$ cat config.mk
export PLATFORM = sky130hd
export DESIGN_NAME = mac_dot_flat
export DESIGN_NICKNAME = d
export VERILOG_FILES = /design/src/rtl/mac_dot_if.sv /design/src/rtl/mac_dot.sv /design/src/flat_wrapper.sv
export SDC_FILE = /design/constraint.sdc
export NUM_CORES = 1
export LEC_CHECK = 0
export ABC_AREA = 1
export CAP_MARGIN = 5
export CORE_UTILIZATION = 31
export DETAILED_ROUTE_END_ITERATION = 10
export PLACE_DENSITY = 0.51
export SYNTH_ARGS = -nofsm -noshare
export SYNTH_HDL_FRONTEND = slang
export SYNTH_SLANG_ARGS = --single-unit
$ cat constraint.sdc
create_clock -name clk -period 6.9 [get_ports clk]
set_clock_uncertainty 0.15 [all_clocks]
set_input_delay 1.725 -clock clk [delete_from_list [all_inputs] [get_ports clk]]
set_output_delay 1.725 -clock clk [all_outputs]
set_load 0.03 [all_outputs]
$ cat src/rtl/mac_dot_if.sv
// mac_dot operand/result bundle: beat-qualified operands in, saturated
// result with its valid pulse, saturation flag and busy indication out.
interface mac_dot_if #(
   parameter int unsigned DATA_WIDTH = 4,
   parameter int unsigned OUT_WIDTH  = 8
);
   logic                  in_valid;
   logic                  mode;
   logic [DATA_WIDTH-1:0] a;
   logic [DATA_WIDTH-1:0] b;
   logic [DATA_WIDTH-1:0] c;
   logic [OUT_WIDTH-1:0]  out;
   logic                  out_valid;
   logic                  sat;
   logic                  busy;

   // Operand source side
   modport master (
      output in_valid, mode, a, b, c,
      input  out, out_valid, sat, busy
   );

   // MAC engine side
   modport slave (
      input  in_valid, mode, a, b, c,
      output out, out_valid, sat, busy
   );
endinterface

$ cat src/rtl/mac_dot.sv
// mac_dot: pipelined multiply-accumulate engine. A beat is either a single
// a*b+c (mode 0) or one term of a DOT_LEN-term dot product with bias taken
// from the first term (mode 1). Accumulation is full precision; the result
// is clamped to OUT_WIDTH and flagged through sat.
//
// Pipeline: operands -> [stage 1: product] -> [stage 2: accumulate]
//           -> [output: saturate]; a beat sampled at edge k is reported
//           at edge k+2.
module mac_dot #(
   parameter int unsigned DATA_WIDTH = 4,
   parameter int unsigned OUT_WIDTH  = 8,
   parameter int unsigned DOT_LEN    = 4,
   parameter int unsigned SIGNED     = 0
) (
   input  logic      clk,
   input  logic      reset,
   mac_dot_if.slave  bus
);

   localparam int unsigned PROD_W = 2 * DATA_WIDTH;
   localparam int unsigned ACC_W  = PROD_W + $clog2(DOT_LEN) + 1;
   localparam int unsigned CNT_W  = (DOT_LEN > 1) ? $clog2(DOT_LEN) : 1;
   // Wide enough that clamp comparisons against OUT_WIDTH limits are exact
   localparam int unsigned SAT_W  = ACC_W + OUT_WIDTH;
   localparam logic        SGN    = (SIGNED != 0);

   // ---------------------------------------------------------------
   // Stage 1: product
   // ---------------------------------------------------------------
   logic [PROD_W-1:0]     a_ext;
   logic [PROD_W-1:0]     b_ext;
   logic [PROD_W-1:0]     prod;

   logic                  v1;
   logic                  m1;
   logic [PROD_W-1:0]     p1;
   logic [DATA_WIDTH-1:0] c1;

   // Extend operands to product width; low PROD_W bits of the extended
   // unsigned product equal the signed product when SIGNED is set.
   always_comb begin
      a_ext = {{DATA_WIDTH{SGN & bus.a[DATA_WIDTH-1]}}, bus.a};
      b_ext = {{DATA_WIDTH{SGN & bus.b[DATA_WIDTH-1]}}, bus.b};
      prod  = a_ext * b_ext;
   end

   // Stage-1 register: capture product, addend and mode of a valid beat
   always_ff @(posedge clk) begin
      if (reset) begin
         v1 <= 1'b0;
         m1 <= 1'b0;
         p1 <= '0;
         c1 <= '0;
      end else begin
         v1 <= bus.in_valid;
         if (bus.in_valid) begin
            m1 <= bus.mode;
            p1 <= prod;
            c1 <= bus.c;
         end
      end
   end

   // ---------------------------------------------------------------
   // Stage 2: accumulate
   // ---------------------------------------------------------------
   logic [ACC_W-1:0] acc;
   logic [CNT_W-1:0] count;
   logic [ACC_W-1:0] acc_n;
   logic [CNT_W-1:0] cnt_n;
   logic [ACC_W-1:0] p_ext;
   logic [ACC_W-1:0] c_ext;
   logic [ACC_W-1:0] base;
   logic [ACC_W-1:0] sum;
   logic             last_term;
   logic             fire;

   logic             fin_v;
   logic [ACC_W-1:0] fin_q;

   // Next accumulator/count and result-complete decision for the stage-1 beat
   always_comb begin
      p_ext     = {{(ACC_W - PROD_W){SGN & p1[PROD_W-1]}}, p1};
      c_ext     = {{(ACC_W - DATA_WIDTH){SGN & c1[DATA_WIDTH-1]}}, c1};
      // Bias only enters on the first term; a mode 0 beat always uses its own c
      base      = (m1 && (count != '0)) ? acc : c_ext;
      sum       = base + p_ext;
      last_term = (count == CNT_W'(DOT_LEN - 1));
      acc_n     = acc;
      cnt_n     = count;
      fire      = 1'b0;
      if (v1) begin
         if (!m1 || last_term) begin
            // Result complete; a mode 0 beat also drops any partial frame
            fire  = 1'b1;
            acc_n = '0;
            cnt_n = '0;
         end else begin
            acc_n = sum;
            cnt_n = count + CNT_W'(1);
         end
      end
   end

   // Stage-2 register: accumulator, term count and unsaturated final result
   always_ff @(posedge clk) begin
      if (reset) begin
         acc   <= '0;
         count <= '0;
         fin_v <= 1'b0;
         fin_q <= '0;
      end else begin
         acc   <= acc_n;
         count <= cnt_n;
         fin_v <= fire;
         if (fire) begin
            fin_q <= sum;
         end
      end
   end

   // ---------------------------------------------------------------
   // Output stage: saturate
   // ---------------------------------------------------------------
   logic [SAT_W-1:0]     wide;
   logic [SAT_W-1:0]     umax;
   logic [SAT_W-1:0]     smax;
   logic [SAT_W-1:0]     smin;
   logic [OUT_WIDTH-1:0] res;
   logic                 clamp;

   logic [OUT_WIDTH-1:0] out_q;
   logic                 out_valid_q;
   logic                 sat_q;

   // Clamp the full-precision result into the OUT_WIDTH range
   always_comb begin
      wide = {{OUT_WIDTH{SGN & fin_q[ACC_W-1]}}, fin_q};
      umax = '0;
      umax[OUT_WIDTH-1:0] = '1;
      smax = '0;
      smax[OUT_WIDTH-2:0] = '1;
      smin = '1;
      smin[OUT_WIDTH-2:0] = '0;
      res   = wide[OUT_WIDTH-1:0];
      clamp = 1'b0;
      if (SGN) begin
         if ($signed(wide) > $signed(smax)) begin
            res   = smax[OUT_WIDTH-1:0];
            clamp = 1'b1;
         end else if ($signed(wide) < $signed(smin)) begin
            res   = smin[OUT_WIDTH-1:0];
            clamp = 1'b1;
         end
      end else begin
         if (wide > umax) begin
            res   = umax[OUT_WIDTH-1:0];
            clamp = 1'b1;
         end
      end
   end

   // Output register: result and sat hold until the next completed result
   always_ff @(posedge clk) begin
      if (reset) begin
         out_q       <= '0;
         out_valid_q <= 1'b0;
         sat_q       <= 1'b0;
      end else begin
         out_valid_q <= fin_v;
         if (fin_v) begin
            out_q <= res;
            sat_q <= clamp;
         end
      end
   end

   assign bus.out       = out_q;
   assign bus.out_valid = out_valid_q;
   assign bus.sat       = sat_q;
   assign bus.busy      = (count != '0) | v1;

endmodule

$ cat src/flat_wrapper.sv
// flat-port wrapper written by rule: the top's interface ports become plain ports
module mac_dot_flat 
#(
   parameter int unsigned DATA_WIDTH = 4,
   parameter int unsigned OUT_WIDTH  = 8,
   parameter int unsigned DOT_LEN    = 4,
   parameter int unsigned SIGNED     = 0
)
  (clk, reset, bus_in_valid, bus_mode, bus_a, bus_b, bus_c, bus_out, bus_out_valid, bus_sat, bus_busy);
  mac_dot_if #(.DATA_WIDTH(DATA_WIDTH), .OUT_WIDTH(OUT_WIDTH)) bus_i ();
  input  logic clk;
  input  logic reset;
  input wire logic [$bits(bus_i.in_valid)-1:0] bus_in_valid;
  input wire logic [$bits(bus_i.mode)-1:0] bus_mode;
  input wire logic [$bits(bus_i.a)-1:0] bus_a;
  input wire logic [$bits(bus_i.b)-1:0] bus_b;
  input wire logic [$bits(bus_i.c)-1:0] bus_c;
  output wire logic [$bits(bus_i.out)-1:0] bus_out;
  output wire logic [$bits(bus_i.out_valid)-1:0] bus_out_valid;
  output wire logic [$bits(bus_i.sat)-1:0] bus_sat;
  output wire logic [$bits(bus_i.busy)-1:0] bus_busy;
  assign bus_i.in_valid = bus_in_valid;
  assign bus_i.mode = bus_mode;
  assign bus_i.a = bus_a;
  assign bus_i.b = bus_b;
  assign bus_i.c = bus_c;
  assign bus_out = bus_i.out;
  assign bus_out_valid = bus_i.out_valid;
  assign bus_sat = bus_i.sat;
  assign bus_busy = bus_i.busy;
  mac_dot #(.DATA_WIDTH(DATA_WIDTH), .OUT_WIDTH(OUT_WIDTH), .DOT_LEN(DOT_LEN), .SIGNED(SIGNED)) u_core (.clk(clk), .reset(reset), .bus(bus_i));
endmodule
==> metrics.cfg, run 1 <==
[status]
status=finished clean

[routing]
drt-total-wl_um=6140
routedWlPerCell_um=11.5
first_pass_iters=6
drtAntennaViolNets=0
vias=2448
vias_per_cell=4.58
drt_iter0_drc=95
drc=0

[global_routing]
grt_max_degree=35
antenna_found_initial=0
grt-ovfl-total=0
grt_pass1_vias=2433
track_usage_pct=13.7
grt_pass1_wl_um=10900

[yosys]
ys.flop_type=dfxtp_1
synth-seq-area-share_pct=34.7
ys_warn_count=0
async_flop_share_pct=0
synth_top_area_share_pct=34.7
synth_area_um2=2830
synth-edff-count=0
synth_cell_type_count=30
synth.area.top_cells=dfxtp_1, nand2_1, ha_1
synth_nets=446
synth_top_area_cell=dfxtp_1
avgSynthCellArea_um2=7.02
postSynthCellCount=403
ys_ff_latch=49

[floorplan]
fp.dieW_um=97.5
core_area_um2=8760
dieArea_um2=9510
io_pins=27
start_util_pct=32.3
rows=34
die_h_um=97.5

[placed_design]
port_buffers=26
globalplace.congestion=0.853
dpl.cell_count=526
hpwl_um=4630
placed_area_um2=3170

[timing]
hold_ws_ps=318
rsz0062_at_grt=false
fin_crit_ps=4460
final_hold_viol_count=0
drv_slew=0
setup_viol=0
tns_ps=0
tightest_slew_ps=813
max_clock_freq_mhz=224
max-slew-margin-rel_pct=45.6
finalCritPeriodShare_pct=64.7

[cells_and_area]
stdcell_count=534
fillers=937
stdcell_area_um2=3260
layout_commonest_cell=nand2_1
final_cell_mix=nand2_1, inv_1, dfxtp_1, nor2_1, a21oi_1
drive_above_1_share_pct=5.16
syn_to_final_growth_pct=15.1
diodes=0
finalNetCount=468

[critical_path]
worst-r2r-setup-slack_ps=4120
startpoint_type=input port
crit_fanout=4
path_class=input port to flip-flop
reg2regPathDepth=18
path_cells=clkdlybuf4s50_1 -> nand2_1 -> fa_1 -> inv_1 -> fa_1 -> fa_1 -> nand2_1 -> nand2_1 -> a21oi_1 -> nor2_1 -> o221ai_1 -> inv_1
critPathRequiredTime_ps=6950
arrival_ps=4510
cp_slowest_stage_delay_ps=540
worstSetupEndpointType=flip-flop
slowest_stage=fa_1
r2r-start=u_core.count[0]
r2r-end=u_core.fin_q[6]

[clocking]
cts_made_buffers=5
post-cts-setup-buffer-count=0
cts_tree=done
cts_hold_buffers=0
clk_pin_slew_ps=90
cts.path.max_buffers=2
clock_latency_ps=300
clock_sinks=49
post_cts_resized=0
h-tree-depth=2
root_buffer=clkbuf_8

[min_path]
min_to=u_core.acc[0]
holdPathStages=2
hp-start=u_core.acc[0]
holdCritPathClass=flip-flop to flip-flop

[pwr]
p_leak_uw=0.00162
cellPowerDensity_nw_per_um2=181
peakVddDrop_mv=0.109

[flow_run]
maxCapViolCount=0

critical path, delay by kind of cell:
| kind | cells | cell delay [ps] |
|---|---|---|
| simple gates | 4 | 300 |
| buf+inv | 3 | 630 |
| fa+ha+maj | 3 | 1530 |
| compound gates | 2 | 320 |
metal layers:
layer / vias to the layer above / share of wire (%) / wire length, um / track usage [%]
met5: - / 0 / 0 / 0
met4: 0 / 0.68 / 42 / 2.94
met3: 4 / 2.1 / 126 / 2.23
met2: 26 / 45 / 2730 / 23.2
met1: 1106 / 53 / 3240 / 18.3
li1: 1312 / - / - / -
worst max path at each step:
stage               startpoint           end  slack, ps  depth (start not counted)
floorplan             bus_a[0]  u_core.p1[6]       2800                         11
global placement      bus_a[0]  u_core.p1[6]       2170                         12
detailed placement    bus_a[0]  u_core.p1[6]       2120                         12
CTS                   bus_a[0]  u_core.p1[6]       2440                         12
global route          bus_a[0]  u_core.p1[6]       2250                         12
finish                bus_a[0]  u_core.p1[6]       2440                         12
stage by stage:
stage          total power, uW  util, %  setup slack (ps)
3_3_place_gp               429     36.2              2170
2_1_floorplan              393        -              2800
6_report                   589     37.2              2440
5_1_grt                    627     37.2              2250
4_1_cts                    598     37.2              2440
3_5_place_dp               430     36.2              2120
sequential cells by signal, indices dropped and copies added (netlist names):
signal                cells
u_core.p1                 8
u_core.count              2
u_core.bus.out_valid      1
u_core.bus.out            8
u_core.v1                 1
u_core.fin_q             11
u_core.c1                 4
u_core.fin_v              1
u_core.m1                 1
u_core.acc               11
u_core.bus.sat            1
cell usage after synthesis (all sizes together), types with 2 or more instances:
| cell | n |
|---|---|
| a21o | 2 |
| a21oi | 31 |
| buf | 4 |
| clkbuf | 8 |
| dfxtp | 49 |
| fa | 5 |
| ha | 22 |
| inv | 58 |
| mux2i | 5 |
| nand2 | 109 |
| nand3 | 23 |
| nand4 | 2 |
| nor2 | 49 |
| o21ai | 24 |
| or2 | 2 |
| xor2 | 5 |
cell type report:
cell class                 instances  area [um2]  share of cell area [%]
tap                              108         135                    4.15
timing repair buffer              27         268                    8.22
multi-input combinational        284        1570                    48.2
inverter                          58         218                    6.69
sequential                        49         981                    30.1
clock buffer                       7        76.3                    2.34
clock inverter                     1        7.51                   0.231
cells by family after synthesis:
| logic type | after synthesis | synth area share [%] |
|---|---|---|
| adders and majority gates | 27 | 13.3 |
| DFF | 49 | 34.7 |
| and+or+nand+nor | 186 | 27.0 |
| AOI/OAI and AO/OA | 60 | 11.6 |
| muxes | 5 | 1.77 |
| buffers and inverters | 70 | 9.82 |
| xor gates and xnor gates | 6 | 1.86 |
report_power, final:
part / leakage [uW] / internal (uW) / switching (uW)
Sequential: 0.000401 / 297 / 8.74
Clock: 0.0000385 / 71.9 / 94.4
Combinational: 0.00118 / 47.3 / 69.5
Total: 0.00162 / 416 / 173
Power figures use the tool's default switching activity.
==> inputs of run 2 (changes only) <==
- clock period: 6.9 -> 4.2 ns (I/O delays scaled with it)
==> metrics.cfg, run 2 (same netlist as run 1, synthesis figures left out) <==
[status]
status=finished clean

[placed_design]
hpwl_um=4600
port_buffers=26
dpl.cell_count=527
globalplace.congestion=0.878

[routing]
drt-total-wl_um=6080
met2WireLength_um=2690
first_pass_iters=4
drc=0
topRoutingLayerUsed=met4
drt_iter0_drc=124
routedWlPerCell_um=11.4
routed-wl-met3_um=121
drtAntennaViolNets=0
vias=2452
vias_per_cell=4.58
wirelength_met1_um=3210

[critical_path]
worstSetupEndpointType=flip-flop
path_class=input port to flip-flop
critPathRequiredTime_ps=4260
arrival_ps=3830
crit_fanout=4
startpoint_type=input port

[flow_run]
maxCapViolCount=0

[timing]
max_clock_freq_mhz=265
fin_crit_ps=3780
hold_ws_ps=319
rsz0062_at_grt=false
tightest_slew_ps=770
max-slew-margin-rel_pct=48.5
tns_ps=0
final_hold_viol_count=0
finalCritPeriodShare_pct=90.0
drv_slew=0
setup_viol=0

[clocking]
h-tree-depth=2
cts_tree=done
clock_sinks=49
clock_latency_ps=300
clk_pin_slew_ps=100
cts.path.max_buffers=2
post-cts-setup-buffer-count=0
root_buffer=clkbuf_8
cts_made_buffers=5
cts_hold_buffers=0
post_cts_resized=0

[cells_and_area]
largestRegisters=u_core.acc (11), u_core.fin_q (11)
layout_commonest_cell=nand2_1
syn_to_final_growth_pct=15.6
fin_util_pct=37.3
stdcell_count=535
finalNetCount=469
drive_above_1_share_pct=5.85
final_cell_mix=nand2_1, inv_1, dfxtp_1, nor2_1, a21oi_1
diodes=0

[floorplan]
fp.dieW_um=97.5
die_h_um=97.5
io_pins=27
rows=34
core_area_um2=8760
start_util_pct=32.3
dieArea_um2=9510

[global_routing]
grt_pass1_wl_um=10800
track_usage_pct=13.7
grt-ovfl-total=0
grt_max_degree=35
antenna_found_initial=0
grt_pass1_vias=2413

[pwr]
cellPowerDensity_nw_per_um2=300
peakVddDrop_mv=0.146
pwr-share-comb_pct=19.6
pwr-share-seq_pct=51.2
p_sw_uw=295
intPower_uw=685
p_clk_share_pct=29.1
p_leak_uw=0.00163
switching_share_pct=30.1

[min_path]
holdCritPathClass=flip-flop to flip-flop

[run 2: routing by layer]
| layer | global-route usage (%) | up-vias |
|---|---|---|
| met2 | 23.3 | 22 |
| met4 | 3.51 | 0 |
| met5 | 0 | - |
| li1 | - | 1313 |
| met3 | 2.45 | 6 |
| met1 | 17.9 | 1111 |
[run 2: worst paths after layout]
path | cells after the start | from | slack, ps | end
max | 12 | bus_a[0] | 420 | u_core.p1[6]
min | 2 | u_core.acc[6] | 320 | u_core.acc[6]
max reg2reg | 19 | u_core.count[0] | 1420 | u_core.fin_q[10]
min reg2reg | 2 | u_core.acc[6] | 320 | u_core.acc[6]
[run 2: power groups by stage]
stage / Combinational [uW] / Clock (uW) / Sequential [uW]
2_1_floorplan: 129 / 0 / 518
3_3_place_gp: 193 / 0 / 514
3_5_place_dp: 193 / 0 / 514
4_1_cts: 195 / 298 / 503
5_1_grt: 221 / 315 / 506
6_report: 192 / 286 / 502
[run 2: critical path, stage by stage]
cell and delay [ps]:
clkdlybuf4s50_1 530, nand2_1 100, fa_1 540, inv_1 50, fa_1 530, fa_1 480
nand2_1 90, nand2_1 50, a21oi_1 150, nor2_1 60, o221ai_1 160, inv_1 50
[run 2: area by class of cell]
class                           count  area, um2
Fill cell                         936       5490
Clock buffer                        5       68.8
Clock inverter                      3       21.3
Sequential cell                    49        981
Tap cell                          108        135
Timing Repair Buffer               28        275
Inverter                           58        218
Multi-Input combinational cell    284       1570
[run 2: stage by stage]
stage	worst slack [ps]	power, uW	instance area (um2)
floorplan	770	646	2830
global placement	133	706	3180
detailed placement	89.0	707	3180
CTS	425	995	3270
global route	292	1040	3270
finish	421	980	3270
